## src/rtl/rv32_wb_pkg.sv

```systemverilog
// Shared types and constants for the RV32 Wishbone arbiter/sequencer.
package rv32_wb_pkg;

  typedef enum logic [1:0] {
    IDLE = 2'd0,
    BUS  = 2'd1,
    DONE = 2'd2
  } state_e;

  typedef enum logic {
    GRANT_D = 1'b0,
    GRANT_I = 1'b1
  } grant_e;

  localparam logic [3:0]  WB_SEL_WORD     = 4'hF;
  localparam int unsigned TIMEOUT_DEFAULT = 255;

endpackage

```

## src/rtl/rv32_wb_timeout.sv

```systemverilog
// Bus-cycle watchdog: counts BUS cycles without a slave response and flags
// the cycle in which the limit is reached. Saturates instead of wrapping.
module rv32_wb_timeout
  import rv32_wb_pkg::*;
#(
  parameter int unsigned TIMEOUT_CYCLES = TIMEOUT_DEFAULT
) (
  input  logic clk_i,
  input  logic rst_n_i,
  input  logic clr,
  input  logic en,
  output logic expire
);

  localparam logic [15:0] LAST_COUNT = 16'(TIMEOUT_CYCLES - 1);

  logic [15:0] count;

  always_ff @(posedge clk_i or negedge rst_n_i) begin
    if (!rst_n_i) begin
      count <= '0;
    end else if (clr) begin
      count <= '0;
    end else if (en && (count != 16'hFFFF)) begin
      count <= count + 16'd1;
    end
  end

  assign expire = en && (count == LAST_COUNT);

endmodule

```

## src/rtl/rv32_wb_arbiter.sv

```systemverilog
// Round-robin arbiter sharing one Wishbone B4 classic master between the
// data and instruction ports; one single-beat CYC/STB cycle per grant.
//   state | meaning
//   IDLE  | waiting for a request; latches the winner onto the bus
//   BUS   | cyc/stb held until ack, err or timeout
//   DONE  | one-cycle done pulse to the granted port
module rv32_wb_arbiter
  import rv32_wb_pkg::*;
#(
  parameter int unsigned TIMEOUT_CYCLES = TIMEOUT_DEFAULT
) (
  input  logic        clk_i,
  input  logic        rst_n_i,
  input  logic        d_req_i,
  input  logic        d_we_i,
  input  logic [3:0]  d_sel_i,
  input  logic [31:0] d_addr_i,
  input  logic [31:0] d_wdata_i,
  output logic [31:0] d_rdata_o,
  output logic        d_done_o,
  output logic        d_err_o,
  input  logic        i_req_i,
  input  logic [31:0] i_addr_i,
  output logic [31:0] i_rdata_o,
  output logic        i_done_o,
  output logic        i_err_o,
  output logic        wb_cyc_o,
  output logic        wb_stb_o,
  output logic        wb_we_o,
  output logic [3:0]  wb_sel_o,
  output logic [31:0] wb_adr_o,
  output logic [31:0] wb_dat_o,
  input  logic [31:0] wb_dat_i,
  input  logic        wb_ack_i,
  input  logic        wb_err_i
);

  state_e      state;
  grant_e      grant_q;
  grant_e      last_grant;
  grant_e      next_grant;
  logic        err_q;
  logic [31:0] rdata_q;
  logic        to_expire;
  logic        bus_exit;
  logic        d_active;
  logic        i_active;

  always_comb begin
    next_grant = GRANT_I;
    if (d_req_i && (!i_req_i || (last_grant == GRANT_I))) begin
      next_grant = GRANT_D;
    end
  end

  assign bus_exit = (state == BUS) && (wb_ack_i || wb_err_i || to_expire);

  rv32_wb_timeout #(
    .TIMEOUT_CYCLES(TIMEOUT_CYCLES)
  ) u_timeout (
    .clk_i  (clk_i),
    .rst_n_i(rst_n_i),
    .clr    ((state != BUS) || bus_exit),
    .en     ((state == BUS) && !wb_ack_i && !wb_err_i),
    .expire (to_expire)
  );

  always_ff @(posedge clk_i or negedge rst_n_i) begin
    if (!rst_n_i) begin
      state      <= IDLE;
      grant_q    <= GRANT_D;
      last_grant <= GRANT_I;
      err_q      <= 1'b0;
      rdata_q    <= '0;
      wb_cyc_o   <= 1'b0;
      wb_stb_o   <= 1'b0;
      wb_we_o    <= 1'b0;
      wb_sel_o   <= '0;
      wb_adr_o   <= '0;
      wb_dat_o   <= '0;
    end else begin
      case (state)
        IDLE: begin
          if (d_req_i || i_req_i) begin
            grant_q    <= next_grant;
            last_grant <= next_grant;
            wb_cyc_o   <= 1'b1;
            wb_stb_o   <= 1'b1;
            if (next_grant == GRANT_D) begin
              wb_we_o  <= d_we_i;
              wb_sel_o <= d_sel_i;
              wb_adr_o <= d_addr_i;
              wb_dat_o <= d_wdata_i;
            end else begin
              wb_we_o  <= 1'b0;
              wb_sel_o <= WB_SEL_WORD;
              wb_adr_o <= i_addr_i;
              wb_dat_o <= '0;
            end
            state <= BUS;
          end
        end
        BUS: begin
          if (bus_exit) begin
            wb_cyc_o <= 1'b0;
            wb_stb_o <= 1'b0;
            wb_we_o  <= 1'b0;
            // Without ack, leaving BUS means err or timeout; err beats ack.
            err_q    <= wb_err_i || !wb_ack_i;
            rdata_q  <= (wb_ack_i && !wb_err_i && !wb_we_o) ? wb_dat_i : '0;
            state    <= DONE;
          end
        end
        DONE:    state <= IDLE;
        default: state <= IDLE;
      endcase
    end
  end

  assign d_active  = (state == DONE) && (grant_q == GRANT_D);
  assign i_active  = (state == DONE) && (grant_q == GRANT_I);
  assign d_done_o  = d_active;
  assign d_err_o   = d_active && err_q;
  assign d_rdata_o = d_active ? rdata_q : '0;
  assign i_done_o  = i_active;
  assign i_err_o   = i_active && err_q;
  assign i_rdata_o = i_active ? rdata_q : '0;

endmodule

```

## config.mk

```make
export PLATFORM = sky130hd
export DESIGN_NAME = rv32_wb_arbiter
export DESIGN_NICKNAME = d
export VERILOG_FILES = /design/src/rtl/rv32_wb_pkg.sv /design/src/rtl/rv32_wb_timeout.sv /design/src/rtl/rv32_wb_arbiter.sv
export SDC_FILE = /design/constraint.sdc
export NUM_CORES = 1
export LEC_CHECK = 0
export BUFFER_PORTS_ARGS = -buffer_cell sky130_fd_sc_hd__buf_2
export CAP_MARGIN = 40
export CORE_MARGIN = 2
export CORE_UTILIZATION = 42
export DETAILED_ROUTE_END_ITERATION = 7
export PLACE_DENSITY = 0.77
export SKIP_CTS_REPAIR_TIMING = 1
export SLEW_MARGIN = 25
export SYNTH_ARGS = -nofsm -noshare
export SYNTH_HDL_FRONTEND = slang
export SYNTH_SLANG_ARGS = --single-unit
```

## constraint.sdc

```tcl
create_clock -name clk_i -period 1.9 [get_ports clk_i]
set_input_delay 0.19 -clock clk_i [delete_from_list [all_inputs] [get_ports clk_i]]
set_output_delay 0.19 -clock clk_i [all_outputs]
set_load 0.02 [all_outputs]
```

==> flow_summary.toml <==
[outcome]
status = "finished with violations"
violations = "negative hold slack, negative setup slack"

[pwr]
power_leakage_nw = 4.53
pwr_density_cell_mw_per_mm2 = 1430
power_mw = 12.8
ir_drop_v = 0.000866

[clock_network]
clk_pin_slew_worst_paths_ns = 0.06
root_buffer = "clkbuf_16"
clock-sinks = 123
clock_latency_ns = 0.41
clock_path_buffers = 2
ctsHtreeMaxLevel = 4
cts_made_buffers = 17
cts_tree = "yes"

[routing]
initialDrtViolationCount = 487
num_vias = 5682
routed_via_density = 5.41
firstDrtPassIters = 7
detail_route.wl_per_cell_um = 18.0
wirelength_um = 18900
drc_errors = 0
ant_nets = 0

[timing]
finClkSkew_ns = 0.0108
fin_ws_ns = -0.118
post-route-period-util_pct = 106
post-route-min-period_ns = 2.02
fmaxAchievable_ghz = 0.495
tightest_slew_ns = 0.658
whs_ns = -0.000876
slew_headroom_pct = 55.8
setup_viol = 82
finalHoldViolCount = 1
rsz0062_at_grt = "yes"
slew_violations = 0

[die]
dieArea_sq_mm = 0.0144
start_util_pct = 43.0
die_w_um = 120
coreArea_sq_mm = 0.0132
rows = 42
io_pins = 278
die_h_um = 120

[placement]
io_buffers = 277
place_congestion = 0.842
placed_area_sq_mm = 0.00752
hpwl_um = 12100
place_ws_ns = -0.102

[worst_setup_path]
crit_type = "reg -> reg"
slowest_delay_ns = 0.43
r2r-start = "u_timeout.count[0]"
reg2regPathDepth = 8
reg2reg_slack_ns = -0.12
crit_required_ns = 2.17
cpMaxStageDelayCell = "or3_4"
path_cells = "inv_2 > ha_1 > or3b_4 > or3_4 > o21ai_4 > buf_12 > clkbuf_16 > o21ai_1"
critPathTopFamily = "simple AND/OR/NAND/NOR gates"
cp_max_fo = 7
worstReg2RegEnd = "rdata_q[15]"
cp-end-kind = "flop"
arrival_ns = 2.29
startpoint_type = "flop"
crit_buf_inv = 3

[hold_path]
min_from = "d_wdata_i[26]"
min_path_cells = 2
holdPathEnd = "wb_dat_o[26]"
hold_path.class = "in -> reg"

[yosys]
ys_warn_count = 0
synth_area_sq_mm = 0.00567
syn_nets = 679
synth_seq_area_share_pct = 54.3
synth.area.top_cells = "dfrtp_1, and2_1, a222oi_1, a22o_1, inv_1"
synth_cell_types = 50
netlist_instances = 538
synth_seq_cells = 123
synth.avg_cell_area_sq_um = 10.5
yosysTopAreaCell = "dfrtp_1"
synth_top_area_share_pct = 53.8

[finish]
drive_gt1_share_pct = 46.9
nNetsFinal = 1002
syn_to_final_growth_pct = 58.6
antenna_cells = 0
fillers = 944
design_area_sq_mm = 0.00900
final_util_pct = 68.2

[global_route]
antenna_found_initial = 0
grt-ovfl-total = 0
grt_max_degree = 48
grt_pass1_wl_um = 26200
grt_pass1_vias = 5175
track_usage_pct = 23.1

[run]
drv_cap = 0
worst register-to-register path: cells and delay by family, from the launching register on:
kind / cells / cell delay [ns]
AOI/OAI and AO/OA: 2 / 0.23
adders and majority gates: 1 / 0.13
buffers and inverters: 3 / 0.36
DFF: 1 / 0.38
and+or+nand+nor: 2 / 0.81
sequential cells by signal, indices dropped and copies added, names as in the netlist:
register / flops
err_q: 1
grant_q: 1
last_grant: 1
rdata_q: 32
state: 2
u_timeout.count: 16
wb_adr_o: 32
wb_dat_o: 32
wb_sel_o: 4
wb_stb_o: 1
wb_we_o: 1
metrics by stage:
step | hold slack (ns) | TNS, ns | std cells
after global placement | 0.201 | -1.11 | 981
final | -0.000876 | -5.82 | 1050
after CTS | -0.228 | -5.11 | 1013
after floorplan | -0.106 | -0.643 | 538
after global routing | 0.000363 | -13.12 | 1050
after detailed placement | 0.210 | -2.25 | 981
report_power, final:
group	total (mW)	leakage [nW]	internal [mW]	switching, mW
clock	3.13	0.272	1.84	1.29
sequential	4.32	1.57	3.59	0.734
combinational	5.38	2.69	2.33	3.05
total	12.8	4.53	7.76	5.08
cell families after synthesis:
| kind of cell | Yosys count | synth area share (%) |
|---|---|---|
| AOI/OAI and AO/OA | 172 | 22.9 |
| adders and majority gates | 2 | 0.441 |
| buffers and inverters | 106 | 7.24 |
| DFF | 123 | 54.3 |
| muxes | 2 | 0.375 |
| and+or+nand+nor | 133 | 14.7 |
cells in the final DEF, fill, tap and decap left out, types with 12 or more instances in the layout:
cell type      instances
buf_2                210
clkbuf_16             23
o21ai_1               31
a222oi_1              32
dlygate4sd3_1         22
dfrtp_1              122
and2_1                33
and2_4                35
a21oi_1               14
buf_4                 49
a22oi_1               32
a22o_1                32
inv_1                 67
buf_12                12
buf_6                 43
routing by layer:
metal	track usage (%)	wire (um)	vias to the layer above
met1	28.7	7040	2741
met2	39.6	9910	297
met5	0	0	-
met3	5.85	1510	29
met4	7.06	401	0
li1	-	-	2615
Yosys cell counts, drive strengths merged:
master	instances
or4b	1
nor2b	1
and4	2
a41oi	1
nand3	6
nand4	6
o21ai	40
and3	2
a32oi	1
ha	2
o22a	4
nor2	7
nor3b	1
o31ai	7
a21o	2
a31oi	1
nor4	3
nor3	8
a211oi	1
dfstp	1
clkbuf	30
inv	68
mux2	1
nand2b	3
a22o	32
a21oi	14
o41ai	2
a222oi	32
buf	8
o211ai	1
or4	8
o21a	1
dfrtp	122
and3b	1
nand2	8
or3b	1
and2	68
nor4b	1
a2111oi	1
or3	4
mux2i	1
or2	2
a22oi	32
worst max-delay path by stage:
| stage | from | end | cells after the start |
|---|---|---|---|
| 4_1_cts | state[0] | i_rdata_o[18] | 5 |
| 3_3_place_gp | u_timeout.count[0] | rdata_q[31] | 7 |
| 3_5_place_dp | u_timeout.count[0] | wb_stb_o | 7 |
| 2_1_floorplan | u_timeout.count[0] | rdata_q[1] | 7 |
| 6_report | u_timeout.count[0] | rdata_q[15] | 8 |
| 5_1_grt | u_timeout.count[0] | rdata_q[15] | 8 |
area by class of cell:
class	instances	area (sq um)	area share (%)
well taps	176	220	2.45
inverters	68	255	2.84
multi-input cells	309	2350	26.1
flip-flops and latches	123	3080	34.2
clock inverters	15	153	1.70
clock buffers	17	425	4.73
repair buffers	342	2510	27.9
(Power assumes the default switching activity.)
